File: config.mk
export PLATFORM = sky130hd
export DESIGN_NAME = uart_rx_core
export DESIGN_NICKNAME = d
export VERILOG_FILES = /design/src/rtl/uart_rx_core.sv
export SDC_FILE = /design/constraint.sdc
export NUM_CORES = 1
export LEC_CHECK = 0
export ABC_AREA = 1
export BUFFER_PORTS_ARGS = -buffer_cell sky130_fd_sc_hd__buf_2
export CORE_ASPECT_RATIO = 0.75
export CORE_MARGIN = 1
export CORE_UTILIZATION = 50
export CTS_BUF_LIST = sky130_fd_sc_hd__clkbuf_2 sky130_fd_sc_hd__clkbuf_4 sky130_fd_sc_hd__clkbuf_8
export CTS_CLUSTER_DIAMETER = 120
export DETAILED_ROUTE_END_ITERATION = 8
export HOLD_SLACK_MARGIN = 0.08
export PLACE_DENSITY = 0.71
export RECOVER_POWER = 25
export SLEW_MARGIN = 20
export SYNTH_ARGS = -nofsm -noshare
export SYNTH_HDL_FRONTEND = slang
export SYNTH_SLANG_ARGS = --single-unit
File: constraint.sdc
create_clock -name clk_i -period 1.64 [get_ports clk_i]
set_input_delay 0.082 -clock clk_i [delete_from_list [all_inputs] [get_ports clk_i]]
set_output_delay 0.082 -clock clk_i [all_outputs]
set_load 0.02 [all_outputs]
File: src/rtl/uart_rx_core.sv
// uart_rx_core: UART receiver with a valid/ready output port.
// The frame is a start bit, DATA_WIDTH data bits sent LSB first, an optional
// parity bit and STOP_BITS stop bits. Each received word is held with its
// parity and framing flags until the consumer accepts it.
// Optional build macro UART_RX_MAJORITY_VOTE_EN: every bit decision becomes a
// 2-of-3 vote over the synchronized line around the sample point, which adds
// one clock of latency.
module uart_rx_core #(
  parameter int CLK_FREQ    = 100000000,
  parameter int BAUD_RATE   = 9600,
  parameter int DATA_WIDTH  = 8,
  parameter int PARITY_TYPE = 0,
  parameter int STOP_BITS   = 1
) (
  input  logic                  clk_i,
  input  logic                  arst_i,
  input  logic                  rx_i,
  output logic [DATA_WIDTH-1:0] data_o,
  output logic                  valid_o,
  input  logic                  ready_i,
  output logic                  parity_err_o,
  output logic                  frame_err_o,
  output logic                  overrun_o,
  output logic                  busy_o
);

  localparam int CLKS_PER_BIT = CLK_FREQ / BAUD_RATE;
  localparam int CNT_W        = $clog2(CLKS_PER_BIT);
  localparam int IDX_W        = $clog2(DATA_WIDTH);

  localparam logic [CNT_W-1:0] CNT_FULL  = CNT_W'(CLKS_PER_BIT - 1);
  localparam logic [CNT_W-1:0] CNT_HALF  = CNT_W'(CLKS_PER_BIT / 2 - 1);
  localparam logic [IDX_W-1:0] IDX_LAST  = IDX_W'(DATA_WIDTH - 1);
  localparam logic             STOP_LAST = 1'(STOP_BITS - 1);
  localparam logic             PAR_ODD   = (PARITY_TYPE == 1);
  localparam logic             PAR_EN    = (PARITY_TYPE != 0);

  typedef enum logic [2:0] {
    IDLE,
    START,
    DATA,
    PARITY,
    STOP,
    WAIT_HIGH
  } state_t;

  state_t                  state_q;
  logic [CNT_W-1:0]        cnt_q;
  logic [IDX_W-1:0]        idx_q;
  logic                    stop_q;
  logic [DATA_WIDTH-1:0]   shreg_q;
  logic                    perr_acc_q;
  logic                    ferr_acc_q;
  logic [DATA_WIDTH-1:0]   data_q;
  logic                    valid_q;
  logic                    perr_q;
  logic                    ferr_q;
  logic                    overrun_q;

  logic sync1_q;
  logic sync2_q;
  logic rx_s;

  logic counting;
  logic tick;
  logic evt_d;
  logic bit_d;
  logic ferr_d;

  // Two-flop synchronizer for the asynchronous serial line; idles high.
  always_ff @(posedge clk_i or posedge arst_i) begin
    if (arst_i) begin
      sync1_q <= 1'b1;
      sync2_q <= 1'b1;
    end else begin
      sync1_q <= rx_i;
      sync2_q <= sync1_q;
    end
  end

  assign rx_s     = sync2_q;
  assign counting = (state_q == START) || (state_q == DATA) ||
                    (state_q == PARITY) || (state_q == STOP);
  assign tick     = counting && (cnt_q == '0);

`ifdef UART_RX_MAJORITY_VOTE_EN
  function automatic logic maj3(input logic [2:0] w);
    return (w[0] & w[1]) | (w[0] & w[2]) | (w[1] & w[2]);
  endfunction

  logic [1:0] hist_q;
  logic       pend_q;

  // Line history plus a one-cycle delayed sample strobe, so the vote can see
  // the line one cycle before, at, and one cycle after the counter expiry.
  always_ff @(posedge clk_i or posedge arst_i) begin
    if (arst_i) begin
      hist_q <= 2'b11;
      pend_q <= 1'b0;
    end else begin
      hist_q <= {hist_q[0], rx_s};
      pend_q <= tick;
    end
  end

  assign evt_d = pend_q;
  assign bit_d = maj3({hist_q, rx_s});
`else
  assign evt_d = tick;
  assign bit_d = rx_s;
`endif

  assign ferr_d = ferr_acc_q | ~bit_d;

  // Receive FSM with bit timing, deserializer and the output holding register.
  always_ff @(posedge clk_i or posedge arst_i) begin
    if (arst_i) begin
      state_q    <= IDLE;
      cnt_q      <= '0;
      idx_q      <= '0;
      stop_q     <= 1'b0;
      shreg_q    <= '0;
      perr_acc_q <= 1'b0;
      ferr_acc_q <= 1'b0;
      data_q     <= '0;
      valid_q    <= 1'b0;
      perr_q     <= 1'b0;
      ferr_q     <= 1'b0;
      overrun_q  <= 1'b0;
    end else begin
      // Handshake; a commit later in this block overrides it.
      if (valid_q && ready_i) begin
        valid_q   <= 1'b0;
        overrun_q <= 1'b0;
      end

      // Free-running bit timer while inside a frame.
      if (counting) begin
        cnt_q <= (cnt_q == '0) ? CNT_FULL : cnt_q - 1'b1;
      end

      case (state_q)
        IDLE: begin
          if (!rx_s) begin
            cnt_q      <= CNT_HALF;
            perr_acc_q <= 1'b0;
            ferr_acc_q <= 1'b0;
            state_q    <= START;
          end
        end
        START: begin
          if (evt_d) begin
            if (!bit_d) begin
              idx_q   <= '0;
              state_q <= DATA;
            end else begin
              state_q <= IDLE;
            end
          end
        end
        DATA: begin
          if (evt_d) begin
            shreg_q[idx_q] <= bit_d;
            if (idx_q == IDX_LAST) begin
              stop_q  <= 1'b0;
              state_q <= PAR_EN ? PARITY : STOP;
            end else begin
              idx_q <= idx_q + 1'b1;
            end
          end
        end
        PARITY: begin
          if (evt_d) begin
            perr_acc_q <= ((^shreg_q) ^ bit_d) != PAR_ODD;
            stop_q     <= 1'b0;
            state_q    <= STOP;
          end
        end
        STOP: begin
          if (evt_d) begin
            ferr_acc_q <= ferr_d;
            if (stop_q == STOP_LAST) begin
              if (!valid_q || ready_i) begin
                data_q  <= shreg_q;
                perr_q  <= perr_acc_q;
                ferr_q  <= ferr_d;
                valid_q <= 1'b1;
              end else begin
                overrun_q <= 1'b1;
              end
              state_q <= bit_d ? IDLE : WAIT_HIGH;
            end else begin
              stop_q <= 1'b1;
            end
          end
        end
        WAIT_HIGH: begin
          if (rx_s) begin
            state_q <= IDLE;
          end
        end
        default: state_q <= IDLE;
      endcase
    end
  end

  assign data_o       = data_q;
  assign valid_o      = valid_q;
  assign parity_err_o = perr_q;
  assign frame_err_o  = ferr_q;
  assign overrun_o    = overrun_q;
  assign busy_o       = (state_q != IDLE);

endmodule
==> run_results.csv <==
group,metric,value,unit
timing,finalHoldViolCount,0,
power,vdd_drop_max,550,uV
timing,worst_pin_slew,0.860,ns
timing,relSlewSlack,42.6,%
finish,diodes,0,
synth,synthTopCellsByCount,"nand2_1 (97), inv_1 (50), dfrtp_1 (42), nor2_1 (31), nand3_1 (27)",
setup_path,critPathRequiredTime,1.87,ns
setup_path,crit_path_max_fanout,9,
finish,fillers,400,
setup_path,cp-start-kind,"register",
clock_tree,cts-root-buf,"clkbuf_8",
synth,yosysMostFrequentCell,"nand2_1",
synth,synth_area_leader_cell,"dfrtp_1",
setup_path,critPathMostFrequentCell,"nand2_1",
finish,syn2layout_area_growth,18.1,%
synth,synth_top_cell_area_share,42.5,%
clock_tree,numClockSinks,44,
timing,final_max_slew_viol_count,0,
timing,setup_viol,0,
grt,antenna_found_initial,0,
floorplanning,die_w,83.2,um
route,wl,5380,um
route,avgViaCountPerCell,5.12,
hold_path,holdCritStartpoint,"sync1_q",
run_status,status,"finished, final reports clean",
timing,clock.fmax,0.655,GHz
clock_tree,clock_path_buffers,2,
setup_path,cp_num_buf_inv,1,
setup_path,r2r-start,"state_q[0]",
synth,synth_top_flop_cell,"dfrtp_1",
placed_design,dp_hpwl,3900,um
floorplanning,initial_core_util,53.8,%
setup_path,cp_top_family,"simple AND/OR/NAND/NOR gates",
finish,fin_nets,380,
synth,yosys_warnings,0,
floorplanning,num_io_pins,17,
grt,grt_pass1_wl,9540,um
grt,grt-ovfl-total,0,
placed_design,port_buffers,16,
power,powerDensity,647,nW/um^2
route,drc,0,
flow_run,maxCapViolCount,0,
clock_tree,numCtsBuffers,5,
hold_path,hold_class,"register to register",
floorplanning,rows,21,
placed_design,post-place-ws,-0.00651,ns
route,routed-via-count,2200,
finish,drive_gt1_share,22.5,%
synth,ys_types,28,
timing,fin_skew,0.00395,ns
setup_path,critPathMaxStageDelay,0.43,ns
setup_path,worstSetupEndpointType,"register",
timing,layout_setup_ws,0.113,ns
timing,finalCritPeriodShare,93.1,%
grt,track_usage,22.8,%
grt,grt_max_degree,24,
power,power,1.89,mW
synth,syn_avg_cell_area,7.38,um^2
setup_path,slowest_stage,"dfrtp_1",
synth,postSynthCellCount,335,
route,drtIter0Drc,130,
setup_path,cp_cell_sequence,"nor2_1, nand2_1, nand2_4, buf_4, nand3_1, nand2_1, nand2_1, a21oi_1",
setup_path,crit_arrival,1.75,ns
timing,tns,0,ns
placed_design,gp_congestion,0.961,
power,leakagePower,1.44,nW
synth,synth_nets,343,
synth,synth.area.top_cells,"dfrtp_1 (42%), nand2_1 (15%), inv_1 (7.6%)",
synth,synth-seq-area-share,44.6,%
floorplanning,dieArea,5240,um^2
setup_path,startpoint,"state_q[0]",
synth,async_flop_share,100,%
route,avgRoutedWirePerCell,12.5,um
grt,grt_pass1_vias,1995,
floorplanning,core,4600,um^2
clock_tree,clk_pin_slew,0.08,ns
floorplanning,dieHeight,62.9,um
timing,whs,0.361,ns
timing,fin_crit,1.53,ns
synth,netlist_area,2470,um^2
setup_path,worstSetupPathType,"register to register",
route,ant_nets,0,
clock_tree,worstSkewPairLatency,0.30,ns
clock_tree,cts_tree,"yes",
finish,fin_util,63.5,%
synth,ys_seq_elements,44,
route,first_pass_iters,4,
clock_tree,cts_max_level,2,
synth,synth_edf_count,0,
## cells by family after synthesis
logic type / after synthesis / share of synthesized area (%)
buf+inv: 60 / 9.86
xor+xnor: 2 / 0.708
compound gates: 42 / 10.2
simple gates: 183 / 32.6
fa+ha+maj: 4 / 2.02
flops: 44 / 44.6
## power breakdown
part           internal, mW  switching (mW)  total, mW  leakage [nW]
logic                0.0218          0.0391     0.0609         0.826
registers              1.09         0.00279       1.09         0.569
clock network         0.359           0.377      0.736        0.0479
total                  1.47           0.419       1.89          1.44
## layer usage
| layer | share of wire, % | vias to the layer above | global-route usage (%) |
|---|---|---|---|
| met5 | 0 | - | 0 |
| met4 | 1.7 | 0 | 7.76 |
| met3 | 6.3 | 11 | 4.49 |
| met2 | 40 | 74 | 30.7 |
| met1 | 52 | 985 | 35.9 |
| li1 | - | 1130 | - |
## through the flow
| step | cell area (um^2) | cells |
|---|---|---|
| 6_report | 2920 | 430 |
| 5_1_grt | 2920 | 430 |
| 4_1_cts | 2830 | 427 |
| 3_5_place_dp | 2690 | 415 |
| 3_3_place_gp | 2690 | 415 |
| 2_1_floorplan | 2470 | 335 |
## placed cells by master (no fill, tap or decap), drive strengths merged, types with 2 or more instances in the layout
master and instances:
ha 4, dlygate4sd3 3, o211ai 2, a21oi 17, nor3 10, clkbuf 8
o21ai 22, buf 28, nand2 103, nand4 2, nor2 38, dfrtp 42
inv 54, dfstp 2, clkinvlp 2, nand3b 2, nand3 30
## state kept, by name (all words and copies together) (netlist names)
signal and flops:
parity_err_o 1, perr_acc_q 1, ferr_acc_q 1, idx_q 3, cnt_q 14, frame_err_o 1, overrun_o 1, valid_o 1
bit_d 1, shreg_q 8, state_q 3, sync1_q 1, data_o 8
## final cells by class
cell class                 count  area [um^2]  area share, %
clock buffer                   7         90.1           3.08
clock inverter                 1         7.51          0.257
multi-input combinational    233         1210           41.4
inverter                      56          219           7.50
tap                           57         71.3           2.44
sequential                    44         1100           37.8
timing repair buffer          32          219           7.50
## worst paths after layout
check                           end  cells past startpoint  slack, ns
setup / recovery           cnt_q[7]                      8       0.11
hold / removal                bit_d                      0       0.36
setup reg to reg           cnt_q[7]                      8       0.11
hold reg to reg               bit_d                      0       0.36
max in group asynchronous     bit_d                      4       0.45
min in group asynchronous  cnt_q[3]                      3       0.49
## what timing repair did
action,4_1_cts,5_1_grt
pin swaps,0,5
hold buffers,3,0
buffers inserted,0,2
cloned,1,1
endpoints found under the hold margin,23,0
resized for setup,0,22
setup endpoints to repair,5,32
No activity file was read; power rests on OpenSTA's default activity.
